$ cat src/rtl/shift_reg_univ.sv
// shift_reg_univ: universal shift register with single-step and counted multi-step operation
module shift_reg_univ #(
  parameter int WIDTH = 8,
  parameter int AMT_W = 4
) (
  input  logic             clk,
  input  logic             clr,
  input  logic             en,
  input  logic [2:0]       mode,
  input  logic [WIDTH-1:0] d,
  input  logic             sin,
  input  logic             start,
  input  logic [AMT_W-1:0] amt,
  output logic [WIDTH-1:0] q,
  output logic             sout,
  output logic             busy,
  output logic             done
);
  localparam logic [0:0] IDLE = 1'b0;
  localparam logic [0:0] BUSY = 1'b1;
  logic [0:0]       state;
  logic [2:0]       cmode;
  logic [2:0]       emode;
  logic [AMT_W-1:0] cnt;
  logic [WIDTH-1:0] nq;
  logic             is_shift;
  assign emode    = (state == BUSY) ? cmode : mode;
  assign is_shift = (mode >= 3'd2) && (mode <= 3'd6);
  assign busy     = (state == BUSY);
  // One step of the effective mode; load only ever occurs from IDLE
  always_comb
    nq = (emode == 3'd1) ? d :
         (emode == 3'd2) ? {q[WIDTH-2:0], sin} :
         (emode == 3'd3) ? {sin, q[WIDTH-1:1]} :
         (emode == 3'd4) ? {q[WIDTH-2:0], q[WIDTH-1]} :
         (emode == 3'd5) ? {q[0], q[WIDTH-1:1]} :
         (emode == 3'd6) ? {q[WIDTH-1], q[WIDTH-1:1]} :
         (emode == 3'd7) ? '0 : q;
  // Bit that leaves the register on the next step of the effective mode
  always_comb
    sout = (emode == 3'd2 || emode == 3'd4) ? q[WIDTH-1] :
           (emode == 3'd3 || emode == 3'd5 || emode == 3'd6) ? q[0] : 1'b0;
  // Register contents, counted-shift FSM and completion pulse
  always_ff @(posedge clk) begin
    if (clr) begin
      q     <= '0;
      state <= IDLE;
      cnt   <= '0;
      cmode <= '0;
      done  <= 1'b0;
    end else begin
      done <= 1'b0;
      if (state == IDLE) begin
        if (start && is_shift) begin
          if (amt == '0) begin
            done <= 1'b1;
          end else begin
            cmode <= mode;
            cnt   <= amt;
            state <= BUSY;
          end
        end else if (en) begin
          q <= nq;
        end
      end else if (en) begin
        q   <= nq;
        cnt <= cnt - 1'b1;
        if (cnt == AMT_W'(1)) begin
          state <= IDLE;
          done  <= 1'b1;
        end
      end
    end
  end
endmodule

$ cat config.mk
export PLATFORM = sky130hd
export DESIGN_NAME = shift_reg_univ
export DESIGN_NICKNAME = d
export VERILOG_FILES = /design/src/rtl/shift_reg_univ.sv
export SDC_FILE = /design/constraint.sdc
export NUM_CORES = 1
export LEC_CHECK = 0
export ABC_AREA = 1
export CAP_MARGIN = 20
export CORE_MARGIN = 2
export CORE_UTILIZATION = 44
export DETAILED_ROUTE_END_ITERATION = 8
export PLACE_DENSITY = 0.69
export SYNTH_ARGS = -nofsm -noshare
export SYNTH_HDL_FRONTEND = slang
export SYNTH_SLANG_ARGS = --single-unit
$ cat constraint.sdc
create_clock -name clk -period 1.94 [get_ports clk]
set_clock_uncertainty 0.05 [all_clocks]
set_input_delay 0.388 -clock clk [delete_from_list [all_inputs] [get_ports clk]]
set_output_delay 0.388 -clock clk [all_outputs]
set_load 0.01 [all_outputs]
Yosys cells after proc, flatten, opt, wreduce, memory -nomap -nowiden
Cells that the tools add are included.
Widths: inputs -> output; s select.

word-level totals
  logic and storage cells = 57
  output and inout port bits = 11
  input port bits = 20
  register bits = 17

cells by class
  $lt $le $gt $ge = 2
  muxes and demuxes = 27
  reduce and logical (&&, ||, !) cells = 9
  bitwise logic cells = 2
  $add $sub $neg = 1
  equal/unequal tests = 11

operator list
  cell                 count
  $mux 8               10
  $mux 4               4
  $eq 3x3->1 const B   4
  $mux 1               12
  $eq 3x2->1 const B   2
  $ne 2x2->1 const B   3
  $reduce_and 3->1     2
  $eq 4x1->1 const B   1
  $logic_not 4->1      1
  $sub 4x1->4 const B  1
  $eq 3x1->1 const B   1
  $ge 3x2->1 const B   1
  $le 3x3->1 const B   1
  $logic_or 1x1->1     3
  $mux 3               1
  $logic_and 1x1->1    2
  $not 1->1            2
  $reduce_bool 2->1    1

Depth between registers and ports, before layout
  depth after elaboration = 12
  depth in mapped cells = 11

Worst setup path before layout
OpenSTA, ideal clock, no wires.

  kind = reg-to-output
  start point = register state (netlist: busy)
  end point = output sout
  setup slack = 208 ps
  arrival = 1294 ps
  buffers on the path = 1
  cell stages (with the launch flop) = 8
  cells stage by stage = dfxtp_1 inv_2 buf_6 nand2_1 nand2_4 nand3_1 nand3_2 a22o_1

on the way
  cells in the longest elaborated chain, start to end = 6
  elaborated cells on any way between the ends = 11
  classes of those cells = eq/ne: 5; mux: 3; reduce/logical: 3

ends and longest elaborated chain
  what                                             RTL line  RTL
  start, declared                                  21        logic [0:0] state;
  start signal, assigned                           47        state <= IDLE;
  start signal, assigned                           60        state <= BUSY;
  start signal, assigned                           69        state <= IDLE;
  $mux 3 (*)                                       27        assign emode = (state == BUSY) ? cmode : mode;
  $eq 3x2->1 / $eq 3x3->1 (equally long branches)  42        (emode == 3'd3 || emode == 3'd5 || emode == 3'd6) ? q[0] : 1'b0;
  $logic_or 1x1->1 (2 in a row)                    42
  $mux 1                                           42
  $mux 1 (*)                                       41        sout = (emode == 3'd2 || emode == 3'd4) ? q[WIDTH-1] :
  end, declared                                    15        output logic sout,

Mark *: on every way between the ends. The rest lies on a longest branch, timed or not.

Worst setup path in the final report
Same ends and word-level chain as after synthesis.

==> flow_summary.toml <==
[drt]
wirelength_mm = 3.479
routedWlPerCell_um = 12.70
ant_nets = 0
vias_per_cell = 5.088
num_vias = 1394
first_pass_iters = 4
drc = 0
drt-initial-drc-count = 70

[pwr]
finalPower_mw = 1.048
ir_drop_v = 0.0004153
leakagePower_nw = 0.8525
powerDensity_nw_per_um2 = 559.7

[global_route]
antenna_found_initial = 0
grt_util_all_layers_pct = 21.95
grt.overflow.total = 0
grt_max_degree = 15
grt_pass1_vias = 1368
grt_pass1_wl_mm = 5.733

[critical_path]
cp.arrival_ps = 1450
r2r_end = "q[5]"
cp.required_ps = 1500
ff2ff_path_depth = 10
criticalPathCategory = "flip-flop to primary output"
path_max_fanout = 5
critPathLaunchType = "flip-flop"
r2r_start = "busy"
rrSetupSlack_ps = 390
crit_end = "sout"
end_kind = "primary output"
startpoint = "busy"

[clock_tree]
clk_latency_ps = 290
htreeDepth = 1
root_buffer = "clkbuf_4"
cts_buffers = 3
cts.sinks = 17
cts_max_path_buffers = 2
cts_tree = "yes"
clk_pin_slew_ps = 110

[logic_synthesis]
yosys.area_share.simple_pct = 45.09
synthCells = 193
yosysSeqAreaShare_pct = 26.43
avgSynthCellArea_um2 = 6.671
ys_warn_count = 0
syn-cell-area_um2 = 1287
synth_top_family_by_area = "simple AND/OR/NAND/NOR gates"
synthMuxAreaShare_pct = 0
synth-adder-area-share_pct = 1.944
synth-xor-area-share_pct = 0.6803
synth.net_count = 215
synth_seq_cells = 17
synth_compound_area_share_pct = 16.81
netlist-cell-type-count = 23

[placed_design]
post-dp-hpwl_mm = 2.550
dpl_cell_area_um2 = 1744
io_buffers = 30
gp_congestion = 0.8506
place_inst = 269

[timing]
worst_pin_slew_ps = 243.6
hold_viol = 0
slew_viol_final = 0
setup_viol = 0
post-route-period-util_pct = 97.08
period_minus_slack_ps = 1883
fmax_ghz = 0.5310
slew_headroom_pct = 83.76

[outcome]
status = "completed"

[cells_and_area]
stdcell_count = 274
fin_area_um2 = 1872
multiInputGateArea_um2 = 922.1
n_antenna_cell = 0
nFillCells = 243
area_growth_pct = 45.38
post-route-util_pct = 67.88
final_nets = 266
final_layout_size_suffix_gt1_share_pct = 29.22
seq_area_um2 = 345.3

[die]
rows = 19
die_y_um = 58.10
start_util_pct = 46.69
top_level_ports = 31
die_w_um = 58.10
dieArea_um2 = 3375
core_area_um2 = 2758

[run]
drv_cap = 0

[min_path]
hp-start = "cnt[2]"
min_path_type = "flip-flop to flip-flop"
[metal layers]
| metal | up-vias | track usage (%) | wire length, um |
|---|---|---|---|
| li1 | 717 | - | - |
| met1 | 631 | 28.06 | 1548 |
| met2 | 42 | 36.53 | 1732 |
| met3 | 4 | 3.125 | 157 |
| met4 | 0 | 9.967 | 40 |
| met5 | - | 0 | 0 |
[report_power, final]
part / total [mW] / internal (mW) / switching [mW]
Sequential: 0.398 / 0.375 / 0.0231
Combinational: 0.447 / 0.198 / 0.249
Clock: 0.203 / 0.0800 / 0.123
Total: 1.05 / 0.653 / 0.395
[how the worst min path moves through the flow]
stage | to | slack (ps) | cells after the start
detailed placement | cmode[2] | 430 | 2
finish | cnt[2] | 450 | 2
global placement | cmode[2] | 410 | 2
floorplan | cmode[2] | 390 | 2
CTS | cnt[2] | 450 | 2
global route | cnt[2] | 480 | 2
[synth_stat cells (all sizes together)]
cell	number	area share, %
xor2	1	0.68
ha	2	1.9
clkbuf	1	0.29
dfxtp	17	26
o21ai	13	5.3
nor2	24	8.9
nand3	16	9.7
inv	21	6.1
a21oi	24	11
a22o	1	0.68
buf	3	2.6
nand2	68	25
nand4	2	0.97
[layout make-up]
cell class                 instances  share of cell area, %
timing repair buffer              50                  24.47
inverter                          21                  4.345
clock buffer                       4                  1.404
tap                               31                  2.072
multi-input combinational        151                  49.26
sequential                        17                  18.45
[critical path, stage by stage (launching register included)]
cell and delay, ps:
dfxtp_4 380, buf_6 140, nand2_4 70, nand2_4 70, nand3_4 80, nand3_2 80
a22o_1 180, buf_2 130
[registers in the layout, indices dropped and copies added (netlist names)]
signal and count:
done 1, busy 1, q 8, cnt 4, cmode 3
[logic make-up (layout without fill, tap and decap cells)]
kind of cell	after synthesis	after routing
fa+ha+maj	2	2
buf+inv	25	75
xor+xnor	1	1
flops	17	17
compound gates	38	38
simple gates	110	110
[through the flow]
| stage | setup TNS [ps] | worst slack [ps] | hold slack, ps |
|---|---|---|---|
| floorplan | 0 | 208.0 | 393.4 |
| global placement | -826.5 | -433.9 | 407.1 |
| detailed placement | -1411 | -479.0 | 429.0 |
| CTS | 0 | 11.54 | 450.2 |
| global route | -8.969 | -8.969 | 483.4 |
| finish | 0 | 56.63 | 453.6 |
[repair_timing]
| action | 4_1_cts | 5_1_grt |
|---|---|---|
| endpoints found under the hold margin | 0 | 0 |
| resized for setup | 15 | 17 |
| pin swaps | 4 | 10 |
| setup buffers | 1 | 0 |
| hold buffers | 0 | 0 |
| setup endpoints to repair | 1 | 1 |
[cells in the final DEF (no fill, tap or decap), types with 3 or more instances in the layout]
cell,n
a21oi_1,19
a21oi_2,5
buf_4,18
clkbuf_4,3
clkdlybuf4s50_1,26
dfxtp_1,15
dlygate4sd2_1,3
inv_1,17
inv_2,3
nand2_1,48
nand2_2,5
nand2_4,14
nand3_1,7
nand3_2,5
nand3_4,4
nor2_1,18
nor2_2,4
o21ai_0,11
No activity file was read; power rests on OpenSTA's default activity.
